`src/rtl/cdc_hs_responder_pkg.sv`:
```
// Shared definitions for the req/ack handshake responder.
package cdc_hs_responder_pkg;

    localparam int HS_STATE_W = 2;

    typedef enum logic [HS_STATE_W-1:0] {
        IDLE = 2'd0,
        HOLD = 2'd1,
        ACK  = 2'd2
    } hs_state_e;

endpackage

```
`src/rtl/cdc_sync_bit.sv`:
```
// Single-bit level synchronizer into dst_clk. The chain depth is never allowed
// below two flops, whatever value the instantiating module passes in.
module cdc_sync_bit #(
    parameter int pSYNC_STAGES = 2
) (
    input  logic dst_clk,
    input  logic reset_i,
    input  logic d,
    output logic q
);

    localparam int STAGES = (pSYNC_STAGES < 2) ? 2 : pSYNC_STAGES;

    (* ASYNC_REG = "TRUE" *) logic [STAGES-1:0] sync_q;

    // shift the asynchronous level through the metastability chain
    always_ff @(posedge dst_clk or posedge reset_i) begin
        if (reset_i) begin
            sync_q <= '0;
        end else begin
            sync_q <= {sync_q[STAGES-2:0], d};
        end
    end

    assign q = sync_q[STAGES-1];

endmodule

```
`src/rtl/cdc_hs_responder.sv`:
```
// Destination endpoint of a 4-phase req/ack level handshake. Captures the
// remote word once the synchronized request is seen, offers it on valid/ready,
// and raises ack only after the consumer takes it.
//
// state | meaning
// IDLE  | ack low, waiting for a synchronized request
// HOLD  | word captured, dst_valid high until the consumer accepts
// ACK   | ack high, waiting for the remote side to drop req
module cdc_hs_responder
    import cdc_hs_responder_pkg::*;
#(
    parameter int pDATA_WIDTH  = 8,
    parameter int pSYNC_STAGES = 2,
    parameter int pCOUNT_WIDTH = 16
) (
    input  logic                    dst_clk,
    input  logic                    reset_i,
    input  logic                    async_req_i,
    input  logic [pDATA_WIDTH-1:0]  async_data_i,
    output logic                    async_ack_o,
    output logic                    dst_valid,
    input  logic                    dst_ready,
    output logic [pDATA_WIDTH-1:0]  dst_data,
    output logic [pCOUNT_WIDTH-1:0] dst_count,
    output logic                    proto_err
);

    hs_state_e               state, state_nxt;
    logic                    req_s;
    logic                    ack_nxt;
    logic                    valid_nxt;
    logic [pDATA_WIDTH-1:0]  data_nxt;
    logic [pCOUNT_WIDTH-1:0] count_nxt;
    logic                    err_nxt;

    cdc_sync_bit #(
        .pSYNC_STAGES (pSYNC_STAGES)
    ) u_req_sync (
        .dst_clk (dst_clk),
        .reset_i (reset_i),
        .d       (async_req_i),
        .q       (req_s)
    );

    // state and every output are registered so ack leaves straight from a flop
    always_ff @(posedge dst_clk or posedge reset_i) begin
        if (reset_i) begin
            state       <= IDLE;
            async_ack_o <= 1'b0;
            dst_valid   <= 1'b0;
            dst_data    <= '0;
            dst_count   <= '0;
            proto_err   <= 1'b0;
        end else begin
            state       <= state_nxt;
            async_ack_o <= ack_nxt;
            dst_valid   <= valid_nxt;
            dst_data    <= data_nxt;
            dst_count   <= count_nxt;
            proto_err   <= err_nxt;
        end
    end

    // next-state and next-output decode
    always_comb begin
        state_nxt = state;
        ack_nxt   = async_ack_o;
        valid_nxt = dst_valid;
        data_nxt  = dst_data;
        count_nxt = dst_count;
        err_nxt   = proto_err;
        case (state)
            IDLE: begin
                // async_data_i is stable by contract once req_s is high
                if (req_s) begin
                    data_nxt  = async_data_i;
                    valid_nxt = 1'b1;
                    state_nxt = HOLD;
                end
            end
            HOLD: begin
                // req dropping early is flagged, but the word still completes
                if (!req_s) begin
                    err_nxt = 1'b1;
                end
                if (dst_ready) begin
                    valid_nxt = 1'b0;
                    ack_nxt   = 1'b1;
                    count_nxt = dst_count + pCOUNT_WIDTH'(1);
                    state_nxt = ACK;
                end
            end
            ACK: begin
                // must see req low here before IDLE can accept a new word
                if (!req_s) begin
                    ack_nxt   = 1'b0;
                    state_nxt = IDLE;
                end
            end
            default: begin
                state_nxt = IDLE;
                ack_nxt   = 1'b0;
                valid_nxt = 1'b0;
            end
        endcase
    end

endmodule

```
`config.mk`:
```
export PLATFORM = sky130hd
export DESIGN_NAME = cdc_hs_responder
export DESIGN_NICKNAME = d
export VERILOG_FILES = /design/src/rtl/cdc_hs_responder_pkg.sv /design/src/rtl/cdc_sync_bit.sv /design/src/rtl/cdc_hs_responder.sv
export SDC_FILE = /design/constraint.sdc
export NUM_CORES = 1
export LEC_CHECK = 0
export ABC_AREA = 1
export ABC_CLOCK_PERIOD_IN_PS = 1100
export BUFFER_PORTS_ARGS = -buffer_cell sky130_fd_sc_hd__buf_4
export CAP_MARGIN = 5
export CORE_AREA = 2 2 45 78
export DETAILED_ROUTE_END_ITERATION = 10
export DIE_AREA = 0 0 47 80
export HOLD_SLACK_MARGIN = 0.03
export PLACE_DENSITY = 0.83
export SYNTH_ARGS = -nofsm -noshare
export SYNTH_HDL_FRONTEND = slang
export SYNTH_SLANG_ARGS = --single-unit
```
`constraint.sdc`:
```
create_clock -name dst_clk -period 1.1 [get_ports dst_clk]
set_input_delay 0.11 -clock dst_clk [delete_from_list [all_inputs] [get_ports dst_clk]]
set_output_delay 0.11 -clock dst_clk [all_outputs]
set_load 0.01 [all_outputs]
```
# Word level (Yosys, flattened, before mapping)
# Cells that the tools add are included.
# word_totals
input_bits,12
regBits,31
word_cells,33
# op_classes
n_bitwise,3
n_addsub,1
eq_ne,5
muxes,10
reduce_logical,7
# ops
op,count
$add 16x1->16 const B,1
$reduce_and 3->1,3
$mux 2,3
$pmux 1 s3,2
$pmux 2 s3,1
$reduce_and 2->1,3
$mux 1,4
$ne 2x2->1 const B,2
$not 1->1,3
$eq 2x1->1 const B,1
$eq 2x2->1 const B,1
$logic_not 2->1,1
$ne 2x1->1 const B,1

# Logic depth before layout (Yosys ltp)
# logic_depth
word_depth,3
ltp_mapped,8
ltp_nobuf,8

# Hierarchy
# A second synthesis with hierarchy kept.
# unflattened
cells_unflattened,154
hier_area_um2,1450.1
# by_module_without_submodules
mod,area_per_inst_um2,instances,cells_per_inst,seq_area_each_um2
cdc_hs_responder,1396.3,1,151,725.7
cdc_sync_bit,53.8,1,3,50.0

# Worst setup path before layout
# Ideal clock, no wire load.
# synth_path
path_kind,register to register
startpoint,register dst_count[0]
endpoint,register dst_count[10]
path_slack_ns,-0.168
stages_incl_launch_ff,7
arrival_time_ns,1.147
path_buffers,0
period_less_slack_ns,1.268
path_cell_list,dfrtp_1 ha_1 nand3_1 nor2_4 nand2_2 o21ai_1 nand2_1
# synth_via
elab_chain_cells,1
# synth_rtl
element,line,source
start: declaration,cdc_hs_responder.sv:24,"output logic [pCOUNT_WIDTH-1:0] dst_count,"
start signal: assignment,cdc_hs_responder.sv:59,dst_count <= count_nxt;
$add 16x1->16,cdc_hs_responder.sv:89,count_nxt = dst_count + pCOUNT_WIDTH'(1);
# Every way passes these cells.
# A chain may end at the register's enable or synchronous reset.

# Final worst setup path
# layout_path
startpoint,register state[1]
endpoint,register dst_data[1]
# layout_via
elab_chain_cells,2
# layout_rtl
element,line,source
start: declaration,cdc_hs_responder.sv:28,"hs_state_e state, state_nxt;"
start signal: assignment,cdc_hs_responder.sv:55,state <= state_nxt;
$logic_not 2->1,cdc_hs_responder.sv:72,case (state)
$reduce_and 2->1 (no source line),-,
end signal: assignment,cdc_hs_responder.sv:58,dst_data <= data_nxt;
end: declaration,cdc_hs_responder.sv:23,"output logic [pDATA_WIDTH-1:0] dst_data,"
# Every way passes these cells.

==> impl_results.md <==
* Outcome: finished, violations left
* Failing checks: negative setup slack
* Wire per inst at 14.1 um
* Number of global-route vias before repair at 1,200
* RePlAce Congestion at 0.866
* IO buf count at 38
* Vias at 1,264
* Row count at 27
* Top post-synthesis cells by area: dfrtp_1 (57%), nand2_1 (8.6%), mux2_2 (6.7%)
* Initial DRC count at 32
* Root buffer cell: clkbuf_8
* Setup crit start kind: flip-flop
* Number of fill cells at 211
* Clk_lat worst skew at 0.28 ns
* Antenna-violating nets left at 0
* Min-delay worst type: in -> reg
* Share of cells above drive strength 1 at 56.6%
* PnR worst setup slack at -0.143 ns
* Final core occ at 73.8%
* First-pass GRT wire length at 5.22 mm
* Number of synthesized flops with an enable pin at 0
* Worst vdd ir at ~0.0010 V
* Mapped Avg Cell Area at 10.2 sq um
* Slew Viols, Final at 0
* Synth area leader: dfrtp_1
* Final hold vios at 0
* WP data arrival at approximately 1.4 ns
* Endpoints failing setup at 27
* Initial antenna violation count at 0
* Switching portion of total power at 32.6%
* Die H at ~80 um
* DRT Wirelength at ~3.7 mm
* Gr ovfl total at 0
* DRC at 0
* CP endpoint kind: flip-flop
* Synth top area share at 57.4%
* Sinks on Clock Net at 31
* Net Sw Power at 1520 uW
* Power Density at ~2000 mW/mm^2
* Cells after Synth at 133
* Internal at 3140 uW
* Drt first pass iters at 5
* Minimum clock period at between 1 and 1.5 ns
* Vias per cell at ~4.8
* Die ar. at about 0.0038 sq mm
* Synth cell count leaders: dfrtp_1 (31), nand2_1 (31), inv_1 (14)
* Slew HR at 74.6%
* Core ar. at around 0.0031 sq mm
* Leak at 0.00118 uW
* Unrepaired setup endpoints after global routing: true
* Starting density of the core at 43.5%
* Final Hold Slack at 0.0673 ns
* CTS tree: yes
* H-tree depth at 2
* Async set or reset register ratio after synthesis at 100%
* CP max FO at 5
* Internal reg-to-reg setup slack at -0.14 ns
* FF+latch count, synth at 31
* Register area share after synthesis at 57.4%
* Slew of the pin with the lowest slew margin at 0.381 ns
* I/O pins at 39
* All-Layer GR Usage at 19.8%
* Max Cap Viol at 0
* Gate power share at 44.7%
* Antenna Cells at 0
* CTS buffer count at 5
* Netlist cell types at 23
* Clock transition at the registers of the reported paths at 0.06 ns
* Fmax at 0.804 GHz
* Hpwl dp at about 2.2 mm
* Dominant synthesized flop cell: dfrtp_1
* Synthesized Nets at around 150
* Largest net degree at the start of global routing at 32
* Power share of the sequential group at 36.5%
* Die width at approximately 47 um
* Mapped cell area at 0.00135 sq mm
* Clock skew at between 0.006 and 0.007 ns
* Longest Clk Path Bufs at 2
* Fin nets at 234
* Total power at 4650 uW
* Clock Power Share at about a fifth
* Yosys warning count at 0
* Worst Path Required at 1.25 ns
* Crit Path Class: reg -> reg
* Final Cycle Share at 113%
* Syn-to-layout area delta at 69.5%
-- stage by stage --
step,setup TNS (ns),area [sq um],instances,worst slack [ns]
floorplan,-0.668,1360,133,-0.126
global placement,-1.26,1880,238,-0.113
detailed placement,-1.82,1880,238,-0.165
CTS,-1.86,2160,261,-0.138
global route,-3.55,2290,264,-0.178
finish,-2.49,2290,264,-0.143
-- critical path, stage by stage, from the launching register on --
cell,delay (ns)
dfrtp_1,0.39
buf_4,0.15
nor2_4,0.17
nand2_4,0.10
mux2_2,0.31
-- per-layer routing --
layer  routed length, um  part of all wire, %  GRT usage (%)
met1                1270                   34           19.4
met2                2150                   58           35.2
met3                 199                  5.3           4.52
met4                 102                  2.7           10.8
met5                   0                    0              0
-- placed cells by master (no fill, tap or decap), drive strengths merged, types with 5 or more instances in the layout --
| master | n |
|---|---|
| mux2 | 8 |
| clkbuf | 6 |
| dfrtp | 31 |
| xnor2 | 7 |
| nor2 | 14 |
| buf | 78 |
| inv | 15 |
| o21ai | 5 |
| nand2 | 35 |
| nand3 | 7 |
-- final timing paths --
path                                                start                        endpoint  cells after the start
hold / removal                            async_data_i[6]         dst_data[6]$_DFFE_PP0P_                      2
setup reg to reg                     state[1]$_DFFE_PP0P_         dst_data[1]$_DFFE_PP0P_                      4
setup / recovery                     state[1]$_DFFE_PP0P_         dst_data[1]$_DFFE_PP0P_                      4
max in group asynchronous                         reset_i        dst_count[2]$_DFFE_PP0P_                      4
min in group asynchronous                         reset_i            state[1]$_DFFE_PP0P_                      4
hold reg to reg            u_req_sync.sync_q[0]$_DFF_PP0_  u_req_sync.sync_q[1]$_DFF_PP0_                      0
-- registers in the layout, summed over array words and instances (netlist names) --
signal	cells
async_ack_o	1
dst_count	16
dst_data	8
dst_valid	1
proto_err	1
state	2
u_req_sync.sync_q	2
-- layout make-up --
type,instances,area [sq um],area share (%)
repair buffers,80,647,28.2
inverters,15,56.3,2.46
well taps,43,53.8,2.35
clock inverters,1,5.00,0.218
clock buffers,6,82.6,3.60
flip-flops and latches,31,778,34.0
multi-input cells,88,669,29.2
-- power by group through the flow --
stage | sequential (uW) | clock [uW] | combinational (uW)
3_3_place_gp | 1650 | 0 | 1410
6_report | 1700 | 875 | 2080
3_5_place_dp | 1680 | 0 | 1440
5_1_grt | 1730 | 928 | 2230
4_1_cts | 1660 | 884 | 1820
2_1_floorplan | 1800 | 0 | 520
-- kinds of logic after synthesis --
family          count (synthesis)  synth area share (%)
compound gates                  9                  3.89
mux                             8                  6.66
simple gates                   59                  20.5
fa+ha+maj                       1                 0.925
xor+xnor                       10                  6.48
buf+inv                        15                  4.16
flops                          31                  57.4
-- repair_timing --
action / 4_1_cts / 5_1_grt
hold endpoints to repair: 32 / 0
buffers inserted: 13 / 3
resized for setup: 18 / 26
hold buffers: 2 / 0
gates cloned: 1 / 0
pin swaps: 10 / 22
endpoints found under the setup margin: 22 / 30
No activity file was read; power rests on OpenSTA's default activity.
